==> config.mk <==
export PLATFORM = sky130hd
export DESIGN_NAME = infifo_thread_scheduler
export DESIGN_NICKNAME = d
export VERILOG_FILES = /design/src/rtl/infifo_thread_scheduler.sv
export SDC_FILE = /design/constraint.sdc
export NUM_CORES = 1
export LEC_CHECK = 0
export ABC_AREA = 0
export CAP_MARGIN = 20
export CORE_UTILIZATION = 65
export CTS_BUF_LIST = sky130_fd_sc_hd__clkbuf_4 sky130_fd_sc_hd__clkbuf_8
export DETAILED_ROUTE_END_ITERATION = 8
export DONT_BUFFER_PORTS = 1
export HOLD_SLACK_MARGIN = 0.02
export PLACE_DENSITY = 0.89
export RECOVER_POWER = 50
export SLEW_MARGIN = 20
export SYNTH_ARGS = -nofsm -noshare
export SYNTH_HDL_FRONTEND = slang
export SYNTH_SLANG_ARGS = --single-unit
==> constraint.sdc <==
create_clock -name clk -period 42.1 [get_ports clk]
set_input_delay 8.42 -clock clk [delete_from_list [all_inputs] [get_ports clk]]
set_output_delay 8.42 -clock clk [all_outputs]
set_load 0.1 [all_outputs]
==> src/rtl/infifo_thread_scheduler.sv <==
// infifo_thread_scheduler
//   Moves packets from the shared first-word-fall-through small input FIFO into
//   the per-thread input FIFOs. A free thread is picked round-robin, the packet
//   is streamed into that thread's FIFO with zero latency, and the thread's CPU
//   receives a one-cycle enable pulse once the packet is complete.
//
// Ports
//   clk, reset          system clock, synchronous active-high reset
//   pkt_valid           small FIFO not empty, head beat visible
//   pkt_firstword       head beat starts a packet
//   pkt_lastword        head beat ends a packet
//   thread_busy         per-thread busy (1 = thread owns its FIFO)
//   smallfifo_rd_en     pop the small FIFO head
//   thread_sel          thread currently receiving a packet
//   thread_sel_next     round-robin candidate for the next grant
//   fifowrite_out       one-hot write strobe to the selected thread FIFO
//   firstword_out       one-hot first-word flag to the selected thread FIFO
//   enable_cpu_out      one-hot, one-cycle packet hand-off pulse
//   pkt_cnt             packets handed off (wraps)
//   drop_cnt            discarded beats plus truncations (saturates)
//
// state   | meaning
// --------+-----------------------------------------------------------
// IDLE    | waiting for a first word and an eligible thread
// DRAIN   | popping and discarding stray non-first beats
// XFER    | streaming beats into the selected thread FIFO
// HANDOFF | one-cycle CPU enable pulse, mark thread pending

module infifo_thread_scheduler #(
  parameter int NUM_THREADS = 8,
  parameter int MAX_BEATS   = 256
) (
  input  logic                   clk,
  input  logic                   reset,
  input  logic                   pkt_valid,
  input  logic                   pkt_firstword,
  input  logic                   pkt_lastword,
  input  logic [NUM_THREADS-1:0] thread_busy,
  output logic                   smallfifo_rd_en,
  output logic [2:0]             thread_sel,
  output logic [2:0]             thread_sel_next,
  output logic [NUM_THREADS-1:0] fifowrite_out,
  output logic [NUM_THREADS-1:0] firstword_out,
  output logic [NUM_THREADS-1:0] enable_cpu_out,
  output logic [15:0]            pkt_cnt,
  output logic [15:0]            drop_cnt
);

  localparam int BW = $clog2(MAX_BEATS + 1);
  localparam logic [BW-1:0] LAST_BEAT = BW'(MAX_BEATS - 1);
  localparam logic [2:0]    PTR_RST   = 3'(NUM_THREADS - 1);

  localparam logic [1:0] S_IDLE    = 2'd0;
  localparam logic [1:0] S_DRAIN   = 2'd1;
  localparam logic [1:0] S_XFER    = 2'd2;
  localparam logic [1:0] S_HANDOFF = 2'd3;

  logic [1:0]             state_q, state_d;
  logic [2:0]             sel_q, sel_d;
  logic [2:0]             ptr_q, ptr_d;
  logic [NUM_THREADS-1:0] pending_q, pending_d;
  logic [BW-1:0]          beat_q, beat_d;
  logic [15:0]            pkt_cnt_q, pkt_cnt_d;
  logic [15:0]            drop_cnt_q, drop_cnt_d;

  logic [NUM_THREADS-1:0] elig;
  logic [NUM_THREADS-1:0] sel_oh;
  logic [2:0]             nxt;
  logic                   drop_inc;

  // Round-robin pick: the eligible thread with the smallest forward distance
  // from the last grant (distance 1..NUM_THREADS, so the last grant itself is
  // considered last).
  always_comb begin
    int best;
    int d;
    elig = ~thread_busy & ~pending_q;
    best = NUM_THREADS + 1;
    d    = 0;
    nxt  = (int'(ptr_q) + 1 >= NUM_THREADS) ? 3'd0 : ptr_q + 3'd1;
    for (int i = 0; i < NUM_THREADS; i++) begin
      if (elig[i]) begin
        d = (i > int'(ptr_q)) ? (i - int'(ptr_q)) : (i + NUM_THREADS - int'(ptr_q));
        if (d < best) begin
          best = d;
          nxt  = 3'(i);
        end
      end
    end
  end

  always_comb begin
    sel_oh = '0;
    for (int i = 0; i < NUM_THREADS; i++) begin
      sel_oh[i] = (sel_q == 3'(i));
    end
  end

  always_comb begin
    state_d         = state_q;
    sel_d           = sel_q;
    ptr_d           = ptr_q;
    beat_d          = beat_q;
    pkt_cnt_d       = pkt_cnt_q;
    pending_d       = pending_q & ~thread_busy;
    drop_inc        = 1'b0;
    smallfifo_rd_en = 1'b0;
    fifowrite_out   = '0;
    firstword_out   = '0;
    enable_cpu_out  = '0;

    case (state_q)
      S_IDLE: begin
        // Stray beats go to DRAIN first; they are popped from there.
        if (pkt_valid && !pkt_firstword) begin
          state_d = S_DRAIN;
        end else if (pkt_valid && pkt_firstword && (|elig)) begin
          state_d = S_XFER;
          sel_d   = nxt;
          ptr_d   = nxt;
          beat_d  = '0;
        end
      end
      S_DRAIN: begin
        smallfifo_rd_en = pkt_valid & ~pkt_firstword;
        drop_inc        = smallfifo_rd_en;
        if (!smallfifo_rd_en) begin
          state_d = S_IDLE;
        end
      end
      S_XFER: begin
        smallfifo_rd_en = pkt_valid;
        fifowrite_out   = sel_oh & {NUM_THREADS{pkt_valid}};
        firstword_out   = sel_oh & {NUM_THREADS{pkt_valid && (beat_q == '0)}};
        if (pkt_valid) begin
          beat_d = beat_q + BW'(1);
          if (pkt_lastword) begin
            state_d = S_HANDOFF;
          end else if (beat_q == LAST_BEAT) begin
            // Truncated: the rest of the packet arrives as strays and is drained.
            state_d  = S_HANDOFF;
            drop_inc = 1'b1;
          end
        end
      end
      default: begin
        enable_cpu_out = sel_oh;
        pending_d      = (pending_q & ~thread_busy) | sel_oh;
        pkt_cnt_d      = pkt_cnt_q + 16'd1;
        beat_d         = '0;
        state_d        = S_IDLE;
      end
    endcase

    drop_cnt_d = (drop_inc && (drop_cnt_q != 16'hFFFF)) ? drop_cnt_q + 16'd1 : drop_cnt_q;
  end

  always_ff @(posedge clk) begin
    if (reset) begin
      state_q    <= S_IDLE;
      sel_q      <= 3'd0;
      ptr_q      <= PTR_RST;
      pending_q  <= '0;
      beat_q     <= '0;
      pkt_cnt_q  <= 16'd0;
      drop_cnt_q <= 16'd0;
    end else begin
      state_q    <= state_d;
      sel_q      <= sel_d;
      ptr_q      <= ptr_d;
      pending_q  <= pending_d;
      beat_q     <= beat_d;
      pkt_cnt_q  <= pkt_cnt_d;
      drop_cnt_q <= drop_cnt_d;
    end
  end

  assign thread_sel      = sel_q;
  assign thread_sel_next = nxt;
  assign pkt_cnt         = pkt_cnt_q;
  assign drop_cnt        = drop_cnt_q;

endmodule

==> impl_metrics.csv <==
group,metric,value,unit
power_and_ir_drop,p_per_area,91.6,nW/um2
final_layout,fill_cells,495,
logic_synthesis,synth_ff_type,"dfxtp_1",
clock_network,postCtsSetupBuffers,0,
min_path,holdCritStartpoint,"pending_q[6]",
route,via_per_inst,6.43,
place,pre_cts_slack,13530,ps
power_and_ir_drop,ir_drop,0.0552,mV
worst_setup_path,slowest_stage,"nand3_1",
route,dr_wl_met3,910,um
sta,setup_viol,0,
min_path,hold_path_class,"reg2reg",
clock_network,cts_hold_buf,0,
worst_setup_path,crit_top_cell,"ha_1",
clock_network,cts_root_buf,"clkbuf_8",
worst_setup_path,end_kind,"output port",
die,initial_core_util,69.0,%
grt,grt_usage,32.3,%
logic_synthesis,synth_top_cell_area_share,25.5,%
place,place_area,4610,um2
outcome,status,"finished clean",
sta,min_period,28810,ps
logic_synthesis,yosysWarnings,0,
route,drtIter0Drc,334,
logic_synthesis,syn_area,4480,um2
clock_network,clkTransAtPathRegs,60,ps
die,core,6490,um2
sta,max_slew_margin,22.7,%
logic_synthesis,synth_most_common_cell,"nor2_1",
final_layout,drive_above_1_share,11.7,%
worst_setup_path,path_buf_inv,0,
sta,finalHoldViolCount,0,
power_and_ir_drop,p_leak,1.98,nW
worst_setup_path,required,33680,ps
worst_setup_path,start_kind,"input port",
final_layout,seq_area,1140,um2
sta,rsz0062_at_grt,"no",
die,num_rows,29,
grt,grt_pass1_wl,18.3,mm
route,drcViolationCount,0,
route,dr.max_layer_used,"met4",
route,wl,11.5,mm
logic_synthesis,synth_cells,561,
worst_setup_path,crit_arrival,20390,ps
route,route.detailed.wl_per_inst,17.9,um
sta,holdWs,494,ps
logic_synthesis,synth_area_leaders,"dfxtp_1, ha_1, nor2_1, xor2_1, inv_1",
worst_setup_path,startpoint,"thread_busy[0]",
clock_network,cts_buffers,9,
route,wirelength_met1,4.86,mm
final_layout,fin_nets,628,
route,vias,4127,
grt,grt_pass1_vias,3954,
sta,min_period_over_period,68.4,%
grt,antenna_found_initial,0,
final_layout,multiInputGateArea,3190,um2
grt,grt_max_degree,55,
clock_network,cts_resized,0,
sta,worst_slew_pin_slew,1160,ps
worst_setup_path,critPathKind,"in2out",
clock_network,numClockSinks,57,
place,port_buffers,0,
logic_synthesis,async_reset_ff_share,0,%
logic_synthesis,syn_area_per_cell,7.99,um2
sta,fin_setup_tns,0,ps
route,dr.pass1.iters,5,
die,die_area,7230,um2
logic_synthesis,synth_edf_count,0,
logic_synthesis,ys_ff_latch,57,
clock_network,cts.htree.levels,3,
clock_network,cts_max_path_buffers,2,
sta,fmax,34.7,MHz
final_layout,final_util,74.0,%
logic_synthesis,synthTopCellsByCount,"nor2_1, dfxtp_1, ha_1",
final_layout,syn_to_final_growth,7.29,%
logic_synthesis,ys_seq_area_share,25.5,%
worst_setup_path,crit_family,"compound AO/OA/AOI/OAI gates",
die,dieWidth,85.0,um
worst_setup_path,path_max_fanout,8,
route,postRouteAntennaNets,0,
place,dp_hpwl,8.87,mm
logic_synthesis,post_synth_num_cell_types,67,
sta,maxSlewViolCount,0,
place,gp_congestion,0.978,
clock_network,cts_tree,"done",
logic_synthesis,yosys.area.top_type,"dfxtp_1",
final_layout,design_area,4810,um2
sta,fin_worst_skew,8.04,ps
worst_setup_path,r2r-start,"ptr_q[0]",
route,met2_length,5.52,mm
sta,worst_slack,13290,ps
job,max-cap-violations,0,
die,io_pins,76,
worst_setup_path,cpPeakStageDelay,870,ps
grt,grt.overflow.total,0,
final_layout,antenna_cells,0,
clock_network,insertion_delay,350,ps
die,die_h,85.0,um
-- kinds of logic (layout without fill, tap and decap cells) --
family | after synthesis | after routing | synth area share, %
buf+inv | 57 | 59 | 4.94
flops | 57 | 57 | 25.5
other cells | 2 | 4 | 0.168
fa+ha+maj | 55 | 55 | 15.4
mux | 12 | 12 | 3.27
simple gates | 228 | 228 | 24.6
xor+xnor | 33 | 33 | 6.45
compound gates | 117 | 117 | 19.7
-- where the power goes --
part | switching, mW | internal, mW | total [mW]
Clock | 0.0239 | 0.0281 | 0.0520
Combinational | 0.214 | 0.102 | 0.316
Sequential | 0.0148 | 0.0573 | 0.0721
Total | 0.252 | 0.188 | 0.440
-- registers in the layout (all words and copies together), names as in the netlist --
register / flops
state_q: 2
thread_sel: 3
pkt_cnt: 16
beat_q: 9
ptr_q: 3
pending_q: 8
drop_cnt: 16
-- per-layer routing --
metal	global-route usage (%)	up-vias
li1	-	1993
met1	38.7	1928
met4	11.6	0
met2	55.9	184
met3	8.37	22
met5	0	-
-- placed cells by master, fill, tap and decap left out, types with 5 or more instances in the layout --
cell type	n
ha_1	55
a21o_1	7
mux2_2	5
nand3_1	18
xnor2_1	7
nor2_2	24
inv_1	41
a31oi_1	7
clkbuf_8	9
xor2_1	26
o21a_1	5
and3_1	9
nor2b_1	9
dfxtp_1	57
and2_1	5
nor2_1	72
a211oi_1	7
nand2_1	33
a22oi_1	5
a21oi_1	22
nand2b_1	9
o21ai_0	8
nand4_1	12
nor3_1	14
o31ai_1	7
o221ai_1	5
-- final timing paths --
path	to	slack [ps]	cells past startpoint
setup / recovery	thread_sel_next[2]	13290	46
hold / removal	pending_q[6]	490	2
setup reg to reg	thread_sel[0]	28910	51
hold reg to reg	pending_q[6]	490	2
-- worst reg2reg max path, delay by kind of cell (launching register included) --
kind | cells | cell delay [ps]
AOI/OAI and AO/OA | 25 | 6260
adders and majority gates | 9 | 2610
buffers and inverters | 2 | 470
DFF | 1 | 860
muxes | 3 | 1040
and+or+nand+nor | 12 | 1840
-- per-stage QoR --
stage | cells | total power [mW]
floorplan | 563 | 0.324
global placement | 624 | 0.370
detailed placement | 626 | 0.379
CTS | 642 | 0.433
global route | 642 | 0.467
finish | 642 | 0.440
-- area by class of cell --
type,count,share of cell area (%)
clock buffer,10,2.73
inverter,41,3.20
clock inverter,6,1.41
tap,77,2.00
multi-input combinational,449,66.3
timing repair buffer,2,0.651
sequential,57,23.7
Power figures use the tool's default switching activity.
